$ cat src/rtl/uart_rx_8bit_if.sv
// Serial-in / byte-out bundle between a UART line and the 8-bit load register it feeds.
interface uart_rx_8bit_if;
    logic       rx_in;
    logic [7:0] data_out;
    logic       load;
    logic       frame_err;
    logic       parity_err;
    logic       busy;

    modport master (
        output rx_in,
        input  data_out, load, frame_err, parity_err, busy
    );

    modport slave (
        input  rx_in,
        output data_out, load, frame_err, parity_err, busy
    );
endinterface

$ cat src/rtl/uart_rx_8bit.sv
// UART receiver: 8 data bits LSB first, sampled mid-bit at CLKS_PER_BIT clocks per bit.
// Define UART_RX_PARITY_EN to expect an even-parity bit between the data and stop bits.
module uart_rx_8bit #(
    parameter int CLKS_PER_BIT = 16
) (
    input  logic          clk,
    input  logic          rst_n,
    uart_rx_8bit_if.slave bus
);
    localparam int CNT_W = $clog2(CLKS_PER_BIT);
    localparam logic [CNT_W-1:0] HALF_M1 = CNT_W'(CLKS_PER_BIT / 2 - 1);
    localparam logic [CNT_W-1:0] FULL_M1 = CNT_W'(CLKS_PER_BIT - 1);

    localparam logic [2:0] IDLE      = 3'd0;
    localparam logic [2:0] START     = 3'd1;
    localparam logic [2:0] DATA      = 3'd2;
    localparam logic [2:0] STOP      = 3'd3;
    localparam logic [2:0] WAIT_HIGH = 3'd4;
`ifdef UART_RX_PARITY_EN
    localparam logic [2:0] PARITY    = 3'd5;
`endif

    logic             sync1_q, sync2_q;
    logic [2:0]       state_q, state_d;
    logic [CNT_W-1:0] cnt_q, cnt_d;
    logic [2:0]       idx_q, idx_d;
    logic [7:0]       shreg_q, shreg_d;
    logic [7:0]       data_q, data_d;
    logic             load_q, load_d;
    logic             frame_err_q, frame_err_d;
`ifdef UART_RX_PARITY_EN
    logic             par_bad_q, par_bad_d;
    logic             parity_err_q, parity_err_d;
`endif
    logic             rx_s;

    assign rx_s = sync2_q;

    always_comb begin
        state_d     = state_q;
        cnt_d       = cnt_q;
        idx_d       = idx_q;
        shreg_d     = shreg_q;
        data_d      = data_q;
        load_d      = 1'b0;
        frame_err_d = 1'b0;
`ifdef UART_RX_PARITY_EN
        par_bad_d    = par_bad_q;
        parity_err_d = 1'b0;
`endif
        case (state_q)
            IDLE: begin
                if (!rx_s) begin
                    state_d = START;
                    cnt_d   = '0;
`ifdef UART_RX_PARITY_EN
                    par_bad_d = 1'b0;
`endif
                end
            end
            START: begin
                if (cnt_q == HALF_M1) begin
                    cnt_d   = '0;
                    idx_d   = 3'd0;
                    state_d = rx_s ? IDLE : DATA;
                end else begin
                    cnt_d = cnt_q + 1'b1;
                end
            end
            DATA: begin
                if (cnt_q == FULL_M1) begin
                    cnt_d          = '0;
                    shreg_d[idx_q] = rx_s;
                    idx_d          = idx_q + 3'd1;
                    if (idx_q == 3'd7) begin
`ifdef UART_RX_PARITY_EN
                        state_d = PARITY;
`else
                        state_d = STOP;
`endif
                    end
                end else begin
                    cnt_d = cnt_q + 1'b1;
                end
            end
`ifdef UART_RX_PARITY_EN
            PARITY: begin
                if (cnt_q == FULL_M1) begin
                    cnt_d     = '0;
                    par_bad_d = (rx_s != ^shreg_q);
                    state_d   = STOP;
                end else begin
                    cnt_d = cnt_q + 1'b1;
                end
            end
`endif
            STOP: begin
                // A low stop bit means a break or lost framing: park until the line recovers.
                if (cnt_q == FULL_M1) begin
                    cnt_d = '0;
                    if (!rx_s) begin
                        frame_err_d = 1'b1;
                        state_d     = WAIT_HIGH;
                    end
`ifdef UART_RX_PARITY_EN
                    else if (par_bad_q) begin
                        parity_err_d = 1'b1;
                        state_d      = IDLE;
                    end
`endif
                    else begin
                        data_d  = shreg_q;
                        load_d  = 1'b1;
                        state_d = IDLE;
                    end
                end else begin
                    cnt_d = cnt_q + 1'b1;
                end
            end
            WAIT_HIGH: begin
                if (rx_s) begin
                    state_d = IDLE;
                end
            end
            default: state_d = IDLE;
        endcase
    end

    always_ff @(posedge clk or negedge rst_n) begin
        if (!rst_n) begin
            sync1_q     <= 1'b1;
            sync2_q     <= 1'b1;
            state_q     <= IDLE;
            cnt_q       <= '0;
            idx_q       <= 3'd0;
            shreg_q     <= 8'h00;
            data_q      <= 8'h00;
            load_q      <= 1'b0;
            frame_err_q <= 1'b0;
`ifdef UART_RX_PARITY_EN
            par_bad_q    <= 1'b0;
            parity_err_q <= 1'b0;
`endif
        end else begin
            sync1_q     <= bus.rx_in;
            sync2_q     <= sync1_q;
            state_q     <= state_d;
            cnt_q       <= cnt_d;
            idx_q       <= idx_d;
            shreg_q     <= shreg_d;
            data_q      <= data_d;
            load_q      <= load_d;
            frame_err_q <= frame_err_d;
`ifdef UART_RX_PARITY_EN
            par_bad_q    <= par_bad_d;
            parity_err_q <= parity_err_d;
`endif
        end
    end

    assign bus.data_out  = data_q;
    assign bus.load      = load_q;
    assign bus.frame_err = frame_err_q;
    assign bus.busy      = (state_q != IDLE);
`ifdef UART_RX_PARITY_EN
    assign bus.parity_err = parity_err_q;
`else
    assign bus.parity_err = 1'b0;
`endif
endmodule

$ cat src/flat_wrapper.sv
// flat-port wrapper written by rule: the top's interface ports become plain ports
module uart_rx_8bit_flat 
#(
    parameter int CLKS_PER_BIT = 16
)
  (clk, rst_n, bus_rx_in, bus_data_out, bus_load, bus_frame_err, bus_parity_err, bus_busy);
  uart_rx_8bit_if bus_i ();
  input  logic clk;
  input  logic rst_n;
  input wire logic [$bits(bus_i.rx_in)-1:0] bus_rx_in;
  output wire logic [$bits(bus_i.data_out)-1:0] bus_data_out;
  output wire logic [$bits(bus_i.load)-1:0] bus_load;
  output wire logic [$bits(bus_i.frame_err)-1:0] bus_frame_err;
  output wire logic [$bits(bus_i.parity_err)-1:0] bus_parity_err;
  output wire logic [$bits(bus_i.busy)-1:0] bus_busy;
  assign bus_i.rx_in = bus_rx_in;
  assign bus_data_out = bus_i.data_out;
  assign bus_load = bus_i.load;
  assign bus_frame_err = bus_i.frame_err;
  assign bus_parity_err = bus_i.parity_err;
  assign bus_busy = bus_i.busy;
  uart_rx_8bit #(.CLKS_PER_BIT(CLKS_PER_BIT)) u_core (.clk(clk), .rst_n(rst_n), .bus(bus_i));
endmodule
$ cat config.mk
export PLATFORM = sky130hd
export DESIGN_NAME = uart_rx_8bit_flat
export DESIGN_NICKNAME = d
export VERILOG_FILES = /design/src/rtl/uart_rx_8bit_if.sv /design/src/rtl/uart_rx_8bit.sv /design/src/flat_wrapper.sv
export SDC_FILE = /design/constraint.sdc
export NUM_CORES = 1
export LEC_CHECK = 0
export ABC_AREA = 1
export ABC_CLOCK_PERIOD_IN_PS = 1600
export CELL_PAD_IN_SITES_DETAIL_PLACEMENT = 2
export CELL_PAD_IN_SITES_GLOBAL_PLACEMENT = 2
export CORE_UTILIZATION = 33
export DETAILED_ROUTE_END_ITERATION = 10
export PLACE_DENSITY_LB_ADDON = 0.1
export SLEW_MARGIN = 10
export SYNTH_ARGS = -nofsm -noshare
export SYNTH_HDL_FRONTEND = slang
export SYNTH_SLANG_ARGS = --single-unit
$ cat constraint.sdc
create_clock -name clk -period 1.6 [get_ports clk]
set_input_delay 0.24 -clock clk [delete_from_list [all_inputs] [get_ports clk]]
set_output_delay 0.24 -clock clk [all_outputs]
set_load 0.005 [all_outputs]
-- Word-level counts from Yosys, hierarchy flattened
Cells that the tools add are included.
- add/subtract/negate cells: 2
- magnitude comparators: 2
- eq/ne operators: 13
- multiplexer cells: 25
- reductions and logical operators: 11
- operators by type and width (operator ; count):
    $mux 3 ; 9
    $pmux 3 s5 ; 1
    $mux 4 ; 3
    $pmux 4 s3 ; 1
    $ne 2x1->1 const B ; 5
    $bwmux 8 ; 1
    $mux 1 ; 7
    $eq 3x2->1 const B ; 2
    $eq 3x3->1 const B ; 2
    $pmux 3 s2 ; 1
    $reduce_and 3->1 ; 2
    $reduce_and 6->1 ; 1
    $reduce_bool 3->1 ; 2
    $add 4x1->4 const B ; 1
    $eq 4x3->1 const B ; 1
    $eq 4x4->1 const B ; 1
    $lt 3x4->1 const B ; 1
    $reduce_and 2->1 ; 2
    $add 3x1->3 const B ; 1
    $demux 1 s3 ; 1
    $eq 3x1->1 const B ; 1
    $ge 3x1->1 const B ; 1
    $logic_not 3->1 ; 1
    $mux 2 ; 1
    4 further kinds ; 4
- register bits after elaboration: 30
- input bits: 3
- output and inout port bits: 12
- logic and storage cells: 62

-- Depth between registers and ports, before layout
Gate-level depths: netlist of the first run.
- word-level depth: 5
- depth in mapped cells: 9
- gate-level depth less buffers: 9

-- Worst setup path before layout of the first run
OpenSTA, ideal clock, no wires.
- path kind: register to register
- from: register u_core.idx_q[0]
- to: register u_core.state_q[1]
- setup time: 0.117 ns
- arrival: 1.173 ns
- data required time: 1.483 ns
- slack: 0.310 ns
- stages on the path, launching flop included: 10
- path buffers: 0
- clock period less this slack: 1.290 ns
- cell sequence: dfrtp_1 -> ha_1 -> ha_1 -> inv_1 -> nand3_1 -> nand2_1 -> nor2_2 -> nand2_1 -> nand2_1 -> nand2_1
- word-level cells in the longest chain between the ends: 3
- ends and longest elaborated chain (what ; RTL line ; text):
    from (decl) ; uart_rx_8bit.sv:26 ; logic [2:0] idx_q, idx_d;
    from (signal assigned) ; uart_rx_8bit.sv:149 ; idx_q <= idx_d;
    $eq 3x3->1 ; uart_rx_8bit.sv:75 ; if (idx_q == 3'd7) begin
    $ne 2x1->1 (no line) ; - ;
    $reduce_and 6->1 (no line) ; - ;
    to (signal assigned) ; uart_rx_8bit.sv:147 ; state_q <= state_d;
    to (decl) ; uart_rx_8bit.sv:24 ; logic [2:0] state_q, state_d;
Every way passes these cells.
A chain may end at the register's enable or synchronous reset.

-- Worst setup path in the final report of the first run
- from: register u_core.cnt_q[0]
- to: register u_core.idx_q[2]
- word-level cells in the longest chain between the ends: 3
- elaborated cells between the ends (all ways): 5
- those cells by class: eq/ne: 4; reduce/logical: 1
- ends and longest elaborated chain (what ; RTL line ; text):
    from (decl) ; uart_rx_8bit.sv:25 ; logic [CNT_W-1:0] cnt_q, cnt_d;
    from (signal assigned) ; uart_rx_8bit.sv:148 ; cnt_q <= cnt_d;
    $eq 4x4->1 or $eq 4x3->1 (tied branches) ; uart_rx_8bit.sv:71, uart_rx_8bit.sv:62 ;
    $ne 2x1->1 (no line) ; - ;
    $reduce_and 3->1 (no line) (*) ; - ;
Every way passes the cells marked *; elsewhere a longest branch is shown, timed or not.

==> key figures, run 1 <==
Setup path
  • Slowest stage cell, crit path: dfrtp_1
  • Critical path buffers and inverters: 0
  • CP Max Fanout: 5
  • Critical path depth: 8
  • Crit path required time: 1770 ps
  • Critical Path AT: 1650 ps
  • Worst path max stage delay: 400 ps
  • CP most frequent cell: nand2_1
  • CP cell instances: ha_1 > nand2_1 > nor2_1 > nor2_1 > nor2_4 > nand2_2 > nand2_1 > nand2_1
  • CP top delay family: simple AND/OR/NAND/NOR gates
  • Crit start category: flip-flop
  • Critical path endpoint category: flip-flop
  • Reg2Reg Depth: 8
  • Setup CP Type: flip-flop to flip-flop

Synth
  • Top cells by instance count after synthesis: 62 x nand2_1, 28 x dfrtp_1, 15 x nand3_1, 10 x nor2_1, 10 x o21ai_1
  • Yosys warns: 0
  • Asr flop ratio synth: 1.000
  • Synth area leader: dfrtp_1
  • Cell variety after synth: 24
  • Syn_nets: 171
  • Syn_area_per_cell: 8.478 um^2
  • Synthesized flop and latch total: 30
  • Synth top area cells: dfrtp_1 50%, nand2_1 17%, nand3_1 5.4%
  • Synth top area share: 0.5009
  • Post-synthesis cell area: 1399 um^2
  • Most frequent cell after synthesis: nand2_1
  • Syn Inst Count: 165
  • Top FF cell, synth: dfrtp_1
  • Post-synthesis sequential area ratio: 0.5385
  • Post-synth EDFFs: 0

Detailed routing
  • Via count: 1171
  • Routed len/inst: 15.35 um
  • # DRC: 0
  • First drt pass iteration count: 4
  • Met1 wire length: 1677 um
  • Top Metal Used: met4
  • Met2 Wirelength: 1919 um
  • Antenna Nets Post-Route: 0
  • Met3 Wirelength: 102 um
  • Aggregate routed wire length: 3715 um
  • DRC marker count from the first detailed-route iteration: 29
  • Via density: 4.839

Timing
  • Max Clock Freq: 675.6 MHz
  • Final hold viol count: 0
  • Fin. max-slew vios: 0
  • Fin crit period: 1480 ps
  • RSZ-0062 raised after global routing: no
  • Final setup fails: 0
  • Clk_skew: 4.214 ps
  • Fin crit share: 0.9251
  • Setup TNS: 0 ps

Global routing
  • Number of global-route vias before repair: 1240
  • Gr usage total: 0.1837
  • Largest net degree at the start of global routing: 31
  • Gr ovfl total: 0
  • Antenna violations before repair: 0
  • First-pass GRT wire length: 5906 um

Power
  • Pwr dens: 1284 nW/um^2
  • Cell leakage power: 0.8648 nW
  • Worst VDD drop: 0.0005355 V

Cells and area
  • Layout cells sized above 1: 0.2031
  • Total Nets Final: 197
  • Final std cells w/o fill: 242
  • # diodes: 0
  • Fillers: 467
  • Area growth, synth to finish: 25.94%

Hold path
  • HP Class: input port to async pin

CTS
  • H-tree levels: 2
  • CTS tree: yes
  • Hold buffers post-CTS: 0
  • Largest buffer count on any clock path: 2
  • Root buffer cell: clkbuf_8
  • Clk sinks: 30
  • CTS clk-pin slew, worst paths: 70 ps
  • Clock Latency Late Sink: 280 ps
  • CTS buffer count: 5

Placed design
  • Detail Placement HPWL: 2699 um
  • Placer Congestion: 0.7602
  • DP Cell Count: 228
  • Port bufs: 13

Floorplan
  • Die Span Y: 67.11 um
  • Starting density of the core: 0.3472
  • # IOs: 15
  • Chip width: 67.11 um
  • Core Box Area: 4029 um^2
  • Die area: 4503 um^2
  • Row count: 23

Job
  • Max cap viols: 0

Outcome
  • Outcome: finished, final reports clean
==> routing by layer <==
layer / vias to the layer above / GRT usage
met5: - / 0
met4: 0 / 0.04787
met3: 2 / 0.06164
met2: 13 / 0.3138
met1: 585 / 0.2186
li1: 571 / -
==> worst register-to-register path, delay by kind of cell, from the launching register on <==
family        cells  cell delay, ps
simple gates      7             720
fa+ha+maj         1             240
flops             1             400
==> path summary, 6_finish.rpt <==
kind,startpoint,endpoint,slack [ps]
min in group clk,u_core.sync1_q,u_core.rx_s,360
hold / removal,rst_n,u_core.cnt_q[3],330
setup reg to reg,u_core.cnt_q[0],u_core.idx_q[2],120
setup / recovery,u_core.cnt_q[0],u_core.idx_q[2],120
hold reg to reg,u_core.sync1_q,u_core.rx_s,360
max in group asynchronous,rst_n,u_core.rx_s,1030
==> where the power goes <==
part | switching, W | total, W | internal, W
Clock | 0.000280 | 0.000626 | 0.000347
Combinational | 0.000428 | 0.000705 | 0.000277
Sequential | 0.0000953 | 0.000931 | 0.000836
Total | 0.000803 | 0.00226 | 0.00146
==> repair_timing <==
| action | 4_1_cts | 5_1_grt |
|---|---|---|
| setup buffers | 3 | 3 |
| resized for setup | 5 | 4 |
| pin swaps | 1 | 1 |
| hold endpoints to repair | 0 | 0 |
| endpoints found under the setup margin | 1 | 8 |
==> flip-flops by register name, summed over array words and instances (netlist names) <==
name and count:
u_core.bus.data_out 8, u_core.bus.frame_err 1, u_core.bus.load 1, u_core.cnt_q 4, u_core.idx_q 3, u_core.rx_s 1, u_core.shreg_q 8, u_core.state_q 3
u_core.sync1_q 1
==> final cells by class <==
type,instances,area (um^2),share of cell area
sequential,30,758.2,0.4304
clock inverter,1,5.005,0.002841
timing repair buffer,22,212.7,0.1207
inverter,13,52.55,0.02983
multi-input combinational,119,584.3,0.3317
tap,50,62.56,0.03551
clock buffer,7,86.33,0.04901
==> cell usage in the layout, fill, tap and decap left out, types with 4 or more instances in the layout <==
cell | Yosys | routed
buf_4 | 1 | 8
nand2_1 | 62 | 62
dfrtp_1 | 28 | 24
nor2_1 | 10 | 9
clkdlybuf4s50_1 | 0 | 12
inv_1 | 8 | 8
dfrtp_2 | 0 | 4
nand3_1 | 15 | 15
o21ai_1 | 10 | 10
clkbuf_8 | 0 | 6
nor2_4 | 2 | 4
==> cells by family after synthesis <==
family                     after synthesis  share of synthesized area
other                                    1                   0.002681
adders and majority gates                3                    0.02684
DFF                                     30                     0.5385
xor gates and xnor gates                 1                   0.006262
and+or+nand+nor                         98                     0.3131
AOI/OAI and AO/OA                       16                    0.05993
buffers and inverters                   16                    0.05277
==> metrics by stage <==
step | power [W] | area (um^2) | setup WS, ps | hold slack (ps) | utilization
6_report | 0.002263 | 1762 | 119.8 | 331.1 | 0.4373
5_1_grt | 0.002416 | 1762 | 6.014 | 335.1 | 0.4373
4_1_cts | 0.002273 | 1728 | 3.982 | 327.4 | 0.4289
3_5_place_dp | 0.001549 | 1603 | 80.22 | 349.9 | 0.3978
3_3_place_gp | 0.001507 | 1603 | 167.7 | 350.3 | 0.3978
2_1_floorplan | 0.001350 | 1399 | 310.2 | -55.59 | -
Note: power is estimated with default switching activity, not from simulation.
==> run 2: changes to the inputs <==
- SKIP_CTS_REPAIR_TIMING: default -> 1
==> key figures, run 2 (synthesis gave the netlist of run 1 again) <==
Floorplan
  • Core Box Area: 4029 um^2 (unchanged)
  • # IOs: 15 (unchanged)
  • Starting density of the core: 0.3472 (unchanged)
  • Die area: 4503 um^2 (unchanged)
  • Die Span Y: 67.11 um (unchanged)
  • Row count: 23 (unchanged)
  • Chip width: 67.11 um (unchanged)

Placed design
  • Placer Congestion: 0.7602 (unchanged)
  • Detail Placement HPWL: 2699 um (unchanged)
  • DP Cell Count: 228 (unchanged)
  • Port bufs: 13 (unchanged)

Timing
  • Fin crit share: 0.9293 (was 0.9251)
  • Max Clock Freq: 672.5 MHz (was 675.6 MHz)
  • Final setup fails: 0 (unchanged)
  • Fin crit period: 1487 ps (was 1480 ps)
  • Final hold viol count: 0 (unchanged)
  • Fin. max-slew vios: 0 (unchanged)
  • Clk_skew: 3.379 ps (was 4.214 ps)
  • Hold WS: 328.6 ps (was 331.1 ps)
  • RSZ-0062 raised after global routing: no (unchanged)

CTS
  • CTS tree: yes (unchanged)
  • H-tree levels: 2 (unchanged)
  • CTS buffer count: 5 (unchanged)
  • Root buffer cell: clkbuf_8 (unchanged)
  • Clock Latency Late Sink: 280 ps (about the same)
  • Largest buffer count on any clock path: 2 (unchanged)
  • CTS clk-pin slew, worst paths: 60 ps (was 70 ps)
  • Clk sinks: 30 (unchanged)

Setup path
  • CP top delay family: simple AND/OR/NAND/NOR gates (unchanged)
  • CP Max Fanout: 10 (was 5)
  • Reg2Reg Depth: 7 (was 8)
  • Setup CP Type: flip-flop to flip-flop (unchanged)
  • Reg2reg setup slack: 110 ps (was 120 ps)
  • Worst path max stage delay: 410 ps (was 400 ps)
  • RR Startpoint: u_core.cnt_q[0] (unchanged)
  • Worst setup path start: u_core.cnt_q[0] (unchanged)
  • Critical Path AT: 1690 ps (was 1650 ps)
  • Critical path buffers and inverters: 0 (unchanged)
  • Critical path endpoint category: flip-flop (unchanged)
  • CP cell instances: ha_1 > nand3_2 > nor2_4 > nand2_1 > nor2_1 > nand2_1 > o21ai_0 (was ha_1 > nand2_1 > nor2_1 > nor2_1 > nor2_4 > nand2_2 > nand2_1 > nand2_1)
  • CP most frequent cell: nand2_1 (unchanged)
  • Worst setup path endpoint: u_core.shreg_q[3] (was u_core.idx_q[2])
  • Crit path required time: 1800 ps (was 1770 ps)
  • Slowest stage cell, crit path: dfrtp_1 (unchanged)
  • Critical path depth: 7 (was 8)
  • Crit start category: flip-flop (unchanged)
  • R2R Path End: u_core.shreg_q[3] (was u_core.idx_q[2])

Cells and area
  • Area growth, synth to finish: 24.69% (was 25.94%)
  • Final std cells w/o fill: 241 (was 242)
  • # diodes: 0 (unchanged)
  • Layout cells sized above 1: 0.1937 (was 0.2031)
  • Total Nets Final: 196 (was 197)
  • Fillers: 460 (was 467)
  • Commonest non-fill, non-tap cells in the layout: 62 x nand2_1, 24 x dfrtp_1, 15 x nand3_1, 12 x clkdlybuf4s50_1 (was 62 x nand2_1, 24 x dfrtp_1, 15 x nand3_1, 12 x clkdlybuf4s50_1, 10 x o21ai_1)
  • Most common cell after layout, fill and taps aside: nand2_1 (unchanged)

Global routing
  • Antenna violations before repair: 0 (unchanged)
  • Gr usage total: 0.1794 (was 0.1837)
  • First-pass GRT wire length: 5775 um (was 5906 um)
  • Largest net degree at the start of global routing: 31 (unchanged)
  • Gr ovfl total: 0 (unchanged)
  • Number of global-route vias before repair: 1210 (was 1240)

Detailed routing
  • Antenna Nets Post-Route: 0 (unchanged)
  • # DRC: 0 (unchanged)
  • First drt pass iteration count: 4 (unchanged)
  • Via density: 4.801 (was 4.839)
  • Via count: 1157 (was 1171)
  • Aggregate routed wire length: 3632 um (was 3715 um)
  • DRC marker count from the first detailed-route iteration: 27 (was 29)
  • Routed len/inst: 15.07 um (was 15.35 um)

Power
  • Pwr dens: 1286 nW/um^2 (was 1284 nW/um^2)
  • Worst VDD drop: 0.0005436 V (was 0.0005355 V)
  • Cell leakage power: 0.8571 nW (was 0.8648 nW)

Outcome
  • Outcome: finished, final reports clean (unchanged)

Hold path
  • HP Class: input port to async pin (unchanged)

Job
  • Max cap viols: 0 (unchanged)
run 2: cell type report:
type / count / area [um^2] / area share
clock buffers: 7 / 86.33 / 0.04950
clock inverters: 1 / 5.005 / 0.002869
inverters: 13 / 50.05 / 0.02869
multi-input cells: 119 / 576.8 / 0.3307
flip-flops and latches: 30 / 758.2 / 0.4347
well taps: 50 / 62.56 / 0.03587
repair buffers: 21 / 205.2 / 0.1176
run 2: stage by stage:
step | instance area (um^2) | power (W) | worst slack [ps] | setup TNS [ps] | util
floorplan | 1399 | 0.001350 | 310.2 | 0 | -
global placement | 1603 | 0.001507 | 167.7 | 0 | 0.3978
detailed placement | 1603 | 0.001549 | 80.22 | 0 | 0.3978
CTS | 1694 | 0.002191 | -185.3 | -185.3 | 0.4205
global route | 1744 | 0.002403 | 0.4465 | 0 | 0.4329
finish | 1744 | 0.002243 | 113.1 | 0 | 0.4329
run 2: metal layers:
layer / vias up / GRT usage / wire (um)
met5: - / 0 / 0
met4: 0 / 0.04787 / 19
met3: 2 / 0.06164 / 110
met2: 15 / 0.3025 / 1836
met1: 575 / 0.2154 / 1664
li1: 565 / - / -
run 2: power by group:
part,total [W],switching [W],internal [W]
clock network,0.000630,0.000284,0.000347
logic,0.000674,0.000403,0.000271
registers,0.000939,0.000103,0.000836
run 2: how the worst min path moves through the flow:
stage | from | endpoint | slack, ps | cells after the start
after global routing | rst_n | u_core.bus.data_out[3] | 340 | 2
after global placement | u_core.sync1_q | u_core.rx_s | 350 | 0
after detailed placement | u_core.sync1_q | u_core.rx_s | 350 | 0
after floorplan | rst_n | u_core.bus.data_out[0] | -60 | 0
final | rst_n | u_core.cnt_q[3] | 330 | 2
after CTS | rst_n | u_core.cnt_q[1] | 330 | 2
